--- src/rtl/matvec_pkg.sv ---
// Shared types and sizing helpers for the matrix-vector sequencer.
package matvec_pkg;

    // Fixed encodings are visible on the STATE debug port.
    typedef enum logic [3:0] {
        StIdle  = 4'd0,
        StRecvA = 4'd1,
        StRecvB = 4'd2,
        StMac   = 4'd3,
        StWrite = 4'd4,
        StFetch = 4'd5,
        StSend  = 4'd6
    } state_e;

    localparam int unsigned DEF_ROWS  = 2;
    localparam int unsigned DEF_COLS  = 4;
    localparam int unsigned DEF_WIDTH = 8;
    localparam int unsigned DEF_SHIFT = 8;

    // Unsigned accumulator wide enough for COLS full-scale products.
    function automatic int unsigned acc_w(input int unsigned width, input int unsigned cols);
        return 2 * width + $clog2(cols);
    endfunction

    // Address width for n entries, never narrower than one bit.
    function automatic int unsigned addr_w(input int unsigned n);
        return (n > 1) ? $clog2(n) : 1;
    endfunction

endpackage

--- src/rtl/matvec_mac.sv ---
// Registered multiply-accumulate with synchronous clear (clear wins over enable).
module matvec_mac
    import matvec_pkg::*;
#(
    parameter int unsigned WIDTH = DEF_WIDTH,
    parameter int unsigned ACC_W = acc_w(DEF_WIDTH, DEF_COLS)
) (
    input  logic             clk,
    input  logic             rst_n,
    input  logic             clr,
    input  logic             en,
    input  logic [WIDTH-1:0] a,
    input  logic [WIDTH-1:0] b,
    output logic [ACC_W-1:0] acc
);

    logic [2*WIDTH-1:0] prod;

    // Full-width product of the two RAM read words.
    always_comb begin
        prod = a * b;
    end

    // Accumulator register.
    always_ff @(posedge clk or negedge rst_n) begin
        if (!rst_n) begin
            acc <= '0;
        end else if (clr) begin
            acc <= '0;
        end else if (en) begin
            acc <= acc + ACC_W'(prod);
        end
    end

endmodule

--- src/rtl/matvec_seq_ctrl.sv ---
// Sequencer for the AXI-Stream matrix-vector coprocessor: loads A and B into external
// RAMs, computes saturated row dot products into RES_RAM, then streams RES out.
module matvec_seq_ctrl
    import matvec_pkg::*;
#(
    parameter int unsigned ROWS  = DEF_ROWS,
    parameter int unsigned COLS  = DEF_COLS,
    parameter int unsigned WIDTH = DEF_WIDTH,
    parameter int unsigned SHIFT = DEF_SHIFT
) (
    input  logic                             ACLK,
    input  logic                             ARESETN,
    output logic                             S_AXIS_TREADY,
    input  logic [31:0]                      S_AXIS_TDATA,
    input  logic                             S_AXIS_TLAST,
    input  logic                             S_AXIS_TVALID,
    output logic                             M_AXIS_TVALID,
    output logic [31:0]                      M_AXIS_TDATA,
    output logic                             M_AXIS_TLAST,
    input  logic                             M_AXIS_TREADY,
    output logic [WIDTH-1:0]                 RAM_WDATA,
    output logic [addr_w(ROWS*COLS)-1:0]     A_ADDR,
    output logic                             A_WEN,
    input  logic [WIDTH-1:0]                 A_RDATA,
    output logic [addr_w(COLS)-1:0]          B_ADDR,
    output logic                             B_WEN,
    input  logic [WIDTH-1:0]                 B_RDATA,
    output logic [addr_w(ROWS)-1:0]          R_ADDR,
    output logic                             R_WEN,
    input  logic [WIDTH-1:0]                 R_RDATA,
    output logic [3:0]                       STATE
);

    localparam int unsigned AW    = addr_w(ROWS * COLS);
    localparam int unsigned BW    = addr_w(COLS);
    localparam int unsigned RW    = addr_w(ROWS);
    localparam int unsigned KW    = addr_w(COLS + 1);
    localparam int unsigned ACC_W = acc_w(WIDTH, COLS);

    localparam logic [AW-1:0] A_LAST = AW'(ROWS * COLS - 1);
    localparam logic [BW-1:0] B_LAST = BW'(COLS - 1);
    localparam logic [KW-1:0] K_LAST = KW'(COLS);
    localparam logic [RW-1:0] R_LAST = RW'(ROWS - 1);

    state_e           state_q;
    logic [AW-1:0]    a_cnt_q;
    logic [BW-1:0]    b_cnt_q;
    logic [KW-1:0]    k_q;
    logic [RW-1:0]    r_q;
    logic [RW-1:0]    j_q;
    logic             tready_q;
    logic             tvalid_q;
    logic             tlast_q;

    logic             rx_hs;
    logic             mac_en;
    logic             mac_clr;
    logic [ACC_W-1:0] acc;
    logic [ACC_W-1:0] shifted;
    logic [WIDTH-1:0] sat;
    logic [AW-1:0]    row_base;

    // Framing is by count, so TLAST and the upper data bits are intentionally dropped.
    logic unused_inputs;
    assign unused_inputs = ^{S_AXIS_TLAST, S_AXIS_TDATA[31:WIDTH]};

    assign rx_hs         = S_AXIS_TVALID & tready_q;
    assign S_AXIS_TREADY = tready_q;
    assign M_AXIS_TVALID = tvalid_q;
    assign M_AXIS_TLAST  = tlast_q;
    assign STATE         = state_q;

    // MAC cycle 0 only issues the first read; cycles 1..COLS absorb the returned products.
    assign mac_en  = (state_q == StMac) && (k_q != '0);
    assign mac_clr = (state_q == StWrite) || (state_q == StIdle);

    matvec_mac #(
        .WIDTH (WIDTH),
        .ACC_W (ACC_W)
    ) u_mac (
        .clk   (ACLK),
        .rst_n (ARESETN),
        .clr   (mac_clr),
        .en    (mac_en),
        .a     (A_RDATA),
        .b     (B_RDATA),
        .acc   (acc)
    );

    // Scale the accumulator and clamp to the element range.
    always_comb begin
        shifted  = acc >> SHIFT;
        sat      = (|shifted[ACC_W-1:WIDTH]) ? '1 : shifted[WIDTH-1:0];
        row_base = AW'(r_q * COLS);
    end

    // RAM port steering; writes are qualified by the live handshake so none is delayed.
    always_comb begin
        A_ADDR    = a_cnt_q;
        B_ADDR    = b_cnt_q;
        R_ADDR    = j_q;
        A_WEN     = 1'b0;
        B_WEN     = 1'b0;
        R_WEN     = 1'b0;
        RAM_WDATA = '0;
        case (state_q)
            StIdle, StRecvA: begin
                A_WEN = rx_hs;
                if (rx_hs) RAM_WDATA = S_AXIS_TDATA[WIDTH-1:0];
            end
            StRecvB: begin
                B_WEN = rx_hs;
                if (rx_hs) RAM_WDATA = S_AXIS_TDATA[WIDTH-1:0];
            end
            StMac: begin
                A_ADDR = row_base + AW'(k_q);
                B_ADDR = k_q[BW-1:0];
            end
            StWrite: begin
                R_ADDR    = r_q;
                R_WEN     = 1'b1;
                RAM_WDATA = sat;
            end
            default: ;
        endcase
    end

    // R_ADDR stays on j through SEND, so the RAM read register holds TDATA stable.
    always_comb begin
        M_AXIS_TDATA = (state_q == StSend) ? 32'(R_RDATA) : '0;
    end

    // Main sequencer FSM with registered handshake outputs.
    always_ff @(posedge ACLK or negedge ARESETN) begin
        if (!ARESETN) begin
            state_q  <= StIdle;
            a_cnt_q  <= '0;
            b_cnt_q  <= '0;
            k_q      <= '0;
            r_q      <= '0;
            j_q      <= '0;
            tready_q <= 1'b0;
            tvalid_q <= 1'b0;
            tlast_q  <= 1'b0;
        end else begin
            unique case (state_q)
                StIdle, StRecvA: begin
                    tready_q <= 1'b1;
                    if (rx_hs) begin
                        if (a_cnt_q == A_LAST) begin
                            a_cnt_q <= '0;
                            state_q <= StRecvB;
                        end else begin
                            a_cnt_q <= a_cnt_q + 1'b1;
                            state_q <= StRecvA;
                        end
                    end
                end
                StRecvB: begin
                    if (rx_hs) begin
                        if (b_cnt_q == B_LAST) begin
                            b_cnt_q  <= '0;
                            r_q      <= '0;
                            k_q      <= '0;
                            tready_q <= 1'b0;
                            state_q  <= StMac;
                        end else begin
                            b_cnt_q <= b_cnt_q + 1'b1;
                        end
                    end
                end
                StMac: begin
                    if (k_q == K_LAST) begin
                        k_q     <= '0;
                        state_q <= StWrite;
                    end else begin
                        k_q <= k_q + 1'b1;
                    end
                end
                StWrite: begin
                    if (r_q == R_LAST) begin
                        r_q     <= '0;
                        j_q     <= '0;
                        state_q <= StFetch;
                    end else begin
                        r_q     <= r_q + 1'b1;
                        state_q <= StMac;
                    end
                end
                StFetch: begin
                    tvalid_q <= 1'b1;
                    tlast_q  <= (j_q == R_LAST);
                    state_q  <= StSend;
                end
                StSend: begin
                    if (M_AXIS_TREADY) begin
                        tvalid_q <= 1'b0;
                        tlast_q  <= 1'b0;
                        if (j_q == R_LAST) begin
                            j_q      <= '0;
                            tready_q <= 1'b1;
                            state_q  <= StIdle;
                        end else begin
                            j_q     <= j_q + 1'b1;
                            state_q <= StFetch;
                        end
                    end
                end
                default: begin
                    state_q  <= StIdle;
                    tready_q <= 1'b0;
                    tvalid_q <= 1'b0;
                    tlast_q  <= 1'b0;
                end
            endcase
        end
    end

endmodule

--- config.mk ---
export PLATFORM = sky130hd
export DESIGN_NAME = matvec_seq_ctrl
export DESIGN_NICKNAME = d
export VERILOG_FILES = /design/src/rtl/matvec_pkg.sv /design/src/rtl/matvec_mac.sv /design/src/rtl/matvec_seq_ctrl.sv
export SDC_FILE = /design/constraint.sdc
export NUM_CORES = 1
export LEC_CHECK = 0
export CAP_MARGIN = 40
export CORE_MARGIN = 2
export CORE_UTILIZATION = 26
export DETAILED_ROUTE_END_ITERATION = 6
export PLACE_DENSITY_LB_ADDON = 0.08
export RECOVER_POWER = 50
export SYNTH_ARGS = -nofsm -noshare
export SYNTH_HDL_FRONTEND = slang
export SYNTH_SLANG_ARGS = --single-unit
--- constraint.sdc ---
create_clock -name ACLK -period 5.08 [get_ports ACLK]
set_input_delay 0.762 -clock ACLK [delete_from_list [all_inputs] [get_ports ACLK]]
set_output_delay 0.762 -clock ACLK [all_outputs]
set_load 0.02 [all_outputs]
# Word-level counts from Yosys, hierarchy flattened
# Index checks and enable logic that the tools add are counted.
# totals
ff_bits	35
output_inout_bits	56
word_cells	99
# classes
addsub	7
mul	1
n_eq_ne	16
mux	41
bitwise_logic	3
reduce_logical	21
# op_table
op	count
$mux 18	2
$mux 8	3
$pmux 4 s6	1
$mux 3	7
$mux 4	5
$add 18x16->18	1
$mul 8x8->16	1
$pmux 8 s2	1
$mux 1	13
$eq 4x3->1 const B	3
$ne 2x2->1 const B	6
$reduce_and 5->1	2
$reduce_and 3->1	3
$eq 4x2->1 const B	2
$reduce_bool 2->1	4
$add 3x1->3 const B	2
$eq 3x3->1 const B	2
$mux 2	3
$pmux 1 s3	2
$pmux 3 s2	1
$reduce_and 2->1	3
$reduce_or 3->1	2
$reduce_or 5->1	1
$eq 4x1->1 const B	1
other kinds (14)	18

# Longest topological paths before layout
# depth
ltp_word	4
depth_mapped	18

# Hierarchy
# From an unflattened synthesis, not the netlist that was laid out.
# hier_totals
hier_cells	557
area_unflattened_um2	4795.8
# modules_own_cells
mod	instances	cells_each	area_per_inst_um2	seq_area_each_um2
matvec_mac	1	383	3403.3	450.4
matvec_seq_ctrl	1	174	1392.6	400.4

# Least setup slack after synthesis
# OpenSTA, ideal clock, no wires.
# synth_timing
path_type	input -> register
startpoint	in B_RDATA[1]
endpoint	reg u_mac.acc[14]
setup_ns	0.087
arrival_ns	4.640
t_required_ns	4.993
slack_ns	0.353
path_stages	16
path_buffers	1
path_cell_list	clkbuf_1 -> nand2_1 -> fa_1 -> inv_1 -> fa_1 -> inv_1 -> fa_1 -> fa_1 -> inv_1 -> ha_1 -> a21o_1 -> a21oi_1 -> a21boi_2 -> a22oi_2 -> mux2_1 -> o211ai_1
# synth_via
elab_chain_cells	4
# synth_lines
element	line	rtl
start, declared	matvec_seq_ctrl.sv:27	input logic [WIDTH-1:0] B_RDATA,
$mul 8x8->16	matvec_mac.sv:21	prod = a * b;
$add 18x16->18	matvec_mac.sv:31	acc <= acc + ACC_W'(prod);
$mux 18	matvec_mac.sv:30	end else if (en) begin
$mux 18	matvec_mac.sv:28	end else if (clr) begin
end signal, assigned	matvec_mac.sv:31	
end, declared	matvec_mac.sv:14	output logic [ACC_W-1:0] acc
# No other way between the ends. The select of a mux whose other input is x is not followed.
# A chain may end at the register's enable or synchronous reset.

# Worst setup path in the final report
# layout_timing
startpoint	in A_RDATA[3]
endpoint	reg u_mac.acc[17]
# layout_via
elab_chain_cells	4
# layout_lines
element	line	rtl
start, declared	matvec_seq_ctrl.sv:24	input logic [WIDTH-1:0] A_RDATA,
$mul 8x8->16	matvec_mac.sv:21	
$add 18x16->18	matvec_mac.sv:31	
$mux 18	matvec_mac.sv:30	
$mux 18	matvec_mac.sv:28	
# No other way between the ends. The select of a mux whose other input is x is not followed.

==> results by group <==
Timing
  – RSZ-0062 raised after global routing: false
  – Clock skew: 0.00465 ns
  – Hold Vio Cnt, Final: 0
  – Final Critical Period: 4.84 ns
  – Final Cycle Share: 0.953
  – Setup violations, final: 0
  – Relative max-transition margin: -0.350
  – Tightest Pin Transition: 2.03 ns
  – Fmax: 207 MHz
  – Final setup TNS: 0 ns
  – Max Slew Vio Count: 35

Routing
  – Starting DRT DRC Count: 83
  – Drc violations: 0
  – Final wirelength: 12300 µm
  – DR vias/cell: 4.36
  – WL per Instance: 13.6 µm
  – ANT nets after route: 0
  – Pre-antenna DRT Iters: 4
  – Vias: 3948

Logic synthesis
  – Yosys warns: 0
  – Cell with the most instances after synthesis: inv_1
  – Mean Syn Cell Area: 8.29 µm²
  – Primary FF master, synth: dfrtp_1
  – Seq cells post-synth: 34
  – Mapped Cells: 571
  – Dominant cell type by area after synthesis: fa_1
  – Synth cell count leaders: inv_1, nand2_1, fa_1
  – Area share of the largest cell type after synthesis: 0.212
  – Complex-gate fraction of the synthesized area: 0.122
  – XOR/XNOR Fraction of Synth Area: 0.0130
  – Synth Area in Adders: 0.331
  – Synth top area cells: fa_1, dfrtp_1, ha_1
  – Number of flops mapped to enable cells by yosys: 0
  – Sequential element share of the synthesized area: 0.180
  – Yosys cell types: 56
  – Synth Area in Simple Gates: 0.187
  – Fraction of registers with async set/reset: 1.00
  – Cell Area, Synth: 4730 µm²
  – Largest family of logic cells by synthesized area: adder cells
  – Post-synthesis mux area share: 0.0249

Setup path
  – Crit-path cells: dlygate4sd2_1 > and2_1 > fa_1 > fa_1 > fa_1 > inv_1 > fa_1 > inv_1 > ha_1 > and4_1 > o21ai_1 > a31oi_1 > buf_4 > a221oi_2 > mux2i_1 > mux2i_1
  – Critical Path Max Stage Delay: 0.56 ns
  – Crit path DAT: 5.04 ns
  – Setup CP Type: in -> reg
  – Max FO, Critical Path: 5
  – Critical Path End Type: register
  – CP required: 5.28 ns
  – Most frequent CP cell: fa_1
  – Slowest stage cell, crit path: fa_1
  – Setup crit start kind: input pin

Run status
  – Status: complete, but fails checks
  – Failing checks: capacitance limit, slew limit

Global routing
  – First-pass GRT wire length: 21100 µm
  – GRT overflow: 0
  – Initial antenna violation count: 0
  – Largest net degree at the start of global routing: 35
  – Vias in the first global route: 4203
  – Total GRT Usage: 0.132

Floorplan
  – Top Ports: 117
  – Die W: 139 µm
  – Starting Density: 0.264
  – Rows: 49
  – Die height: 139 µm
  – Die ar.: 19300 µm²
  – Core area: 17900 µm²

Place
  – Final GP Congestion: 0.810
  – Port-buffer cells: 66
  – Post-DP HPWL: 10500 µm
  – Placed Cells: 900

Clocking
  – CTS Root Cell: clkbuf_16
  – TritonCTS clock tree: done
  – CTS Buf Count: 5
  – Post-CTS setup buffer count: 0
  – Clk_lat worst skew: 0.28 ns
  – Worst-path clk slew: 0.05 ns
  – H-tree levels: 2
  – Clock Sinks: 34
  – Maximum clock path buffer count: 2

Power
  – Pleak: 3.06 nW
  – Power Density: 531 nW/µm²
  – VDD IR-drop max: 0.000264 V

Final layout
  – Antenna diode count: 0
  – FILL cells: 1881
  – Layout cells sized above 1: 0.109
  – Layout area overhead: 26.6%
  – Final net count: 834
  – Area of the multi-input gates: 3300 µm²
  – Final Non-Filler Cells: 906
  – Sequential cell area: 851 µm²

Worst hold path
  – Worst min path class: reg -> reg

Job
  – MaxCap Viol Count: 1
-- cells in the final DEF, fill, tap and decap left out, types with 3 or more instances in the layout --
cell type	n
inv_1	107
nand2_1	76
fa_1	50
buf_4	49
ha_1	45
clkdlybuf4s50_1	45
and2_1	43
dfrtp_1	34
conb_1	25
nor2_1	24
o21ai_0	20
nand3_1	19
a21oi_1	18
nor3_1	7
o21ai_1	7
dlygate4sd2_1	7
o21a_1	6
a21o_1	5
o31ai_1	5
mux2_2	5
mux2i_1	5
clkbuf_16	5
dlygate4sd3_1	5
clkbuf_2	5
xnor2_1	4
nand2b_1	4
o22ai_1	4
and3_1	3
xor2_1	3
a31oi_1	3
dlymetal6s2s_1	3
-- area by class of cell --
| class | count | area share |
|---|---|---|
| well taps | 229 | 0.0478 |
| multi-input cells | 413 | 0.551 |
| flip-flops and latches | 34 | 0.142 |
| clock buffers | 6 | 0.0232 |
| repair buffers | 116 | 0.168 |
| inverters | 108 | 0.0677 |
-- where the power goes --
part	switching, mW	internal [mW]
registers	0.117	0.370
logic	1.27	1.12
clock network	0.110	0.189
-- logic make-up (layout without fill, tap and decap cells) --
group | Yosys count | in the layout
fa+ha+maj | 95 | 95
flops | 34 | 34
xor+xnor | 7 | 7
buf+inv | 148 | 230
compound gates | 89 | 89
simple gates | 186 | 186
mux | 11 | 11
other cells | 1 | 25
-- flip-flops by register name (all words and copies together), names as in the netlist --
name	cells
STATE	3
a_cnt_q	3
k_q	3
S_AXIS_TREADY	1
j_q	1
b_cnt_q	2
M_AXIS_TLAST	1
u_mac.acc	18
M_AXIS_TVALID	1
r_q	1
-- per-stage QoR --
| stage | instance area [µm²] | total power, mW | worst slack (ns) | hold WS (ns) | util |
|---|---|---|---|---|---|
| floorplan | 4820 | 2.00 | 0.353 | 0.437 | - |
| global placement | 5880 | 2.89 | -0.404 | 0.457 | 0.328 |
| detailed placement | 5880 | 2.90 | -0.432 | 0.460 | 0.328 |
| CTS | 6010 | 3.23 | 0.0467 | 0.470 | 0.335 |
| global route | 5990 | 3.54 | 0.000417 | 0.508 | 0.335 |
| finish | 5990 | 3.18 | 0.239 | 0.463 | 0.335 |
-- what timing repair did --
action | 4_1_cts | 5_1_grt
resized for setup | 14 | 14
hold buffers | 0 | 0
pin swaps | 1 | 4
setup endpoints to repair | 4 | 5
-- path summary, 6_finish.rpt --
| path | cells past startpoint | startpoint | to | slack (ns) |
|---|---|---|---|---|
| hold reg to reg | 1 | u_mac.acc[17] | u_mac.acc[17] | 0.46 |
| hold / removal | 1 | u_mac.acc[17] | u_mac.acc[17] | 0.46 |
| setup / recovery | 16 | A_RDATA[3] | u_mac.acc[17] | 0.24 |
| setup reg to reg | 15 | u_mac.acc[7] | u_mac.acc[17] | 0.84 |
| max in group asynchronous | 2 | ARESETN | u_mac.acc[1] | 2.32 |
| min in group asynchronous | 2 | ARESETN | a_cnt_q[2] | 1.60 |
-- critical path, delay by kind of cell --
kind / cells / cell delay (ns)
muxes: 2 / 0.49
buffers and inverters: 4 / 0.56
and+or+nand+nor: 2 / 0.45
adders and majority gates: 5 / 2.41
AOI/OAI and AO/OA: 3 / 0.39
-- metal layers --
| layer | GRT usage | vias up | wire, µm |
|---|---|---|---|
| li1 | - | 1980 | - |
| met1 | 0.170 | 1887 | 5660 |
| met2 | 0.241 | 73 | 6240 |
| met3 | 0.0159 | 8 | 320 |
| met4 | 0.0197 | 0 | 87 |
| met5 | 0 | - | 0 |
(Power assumes the default switching activity.)
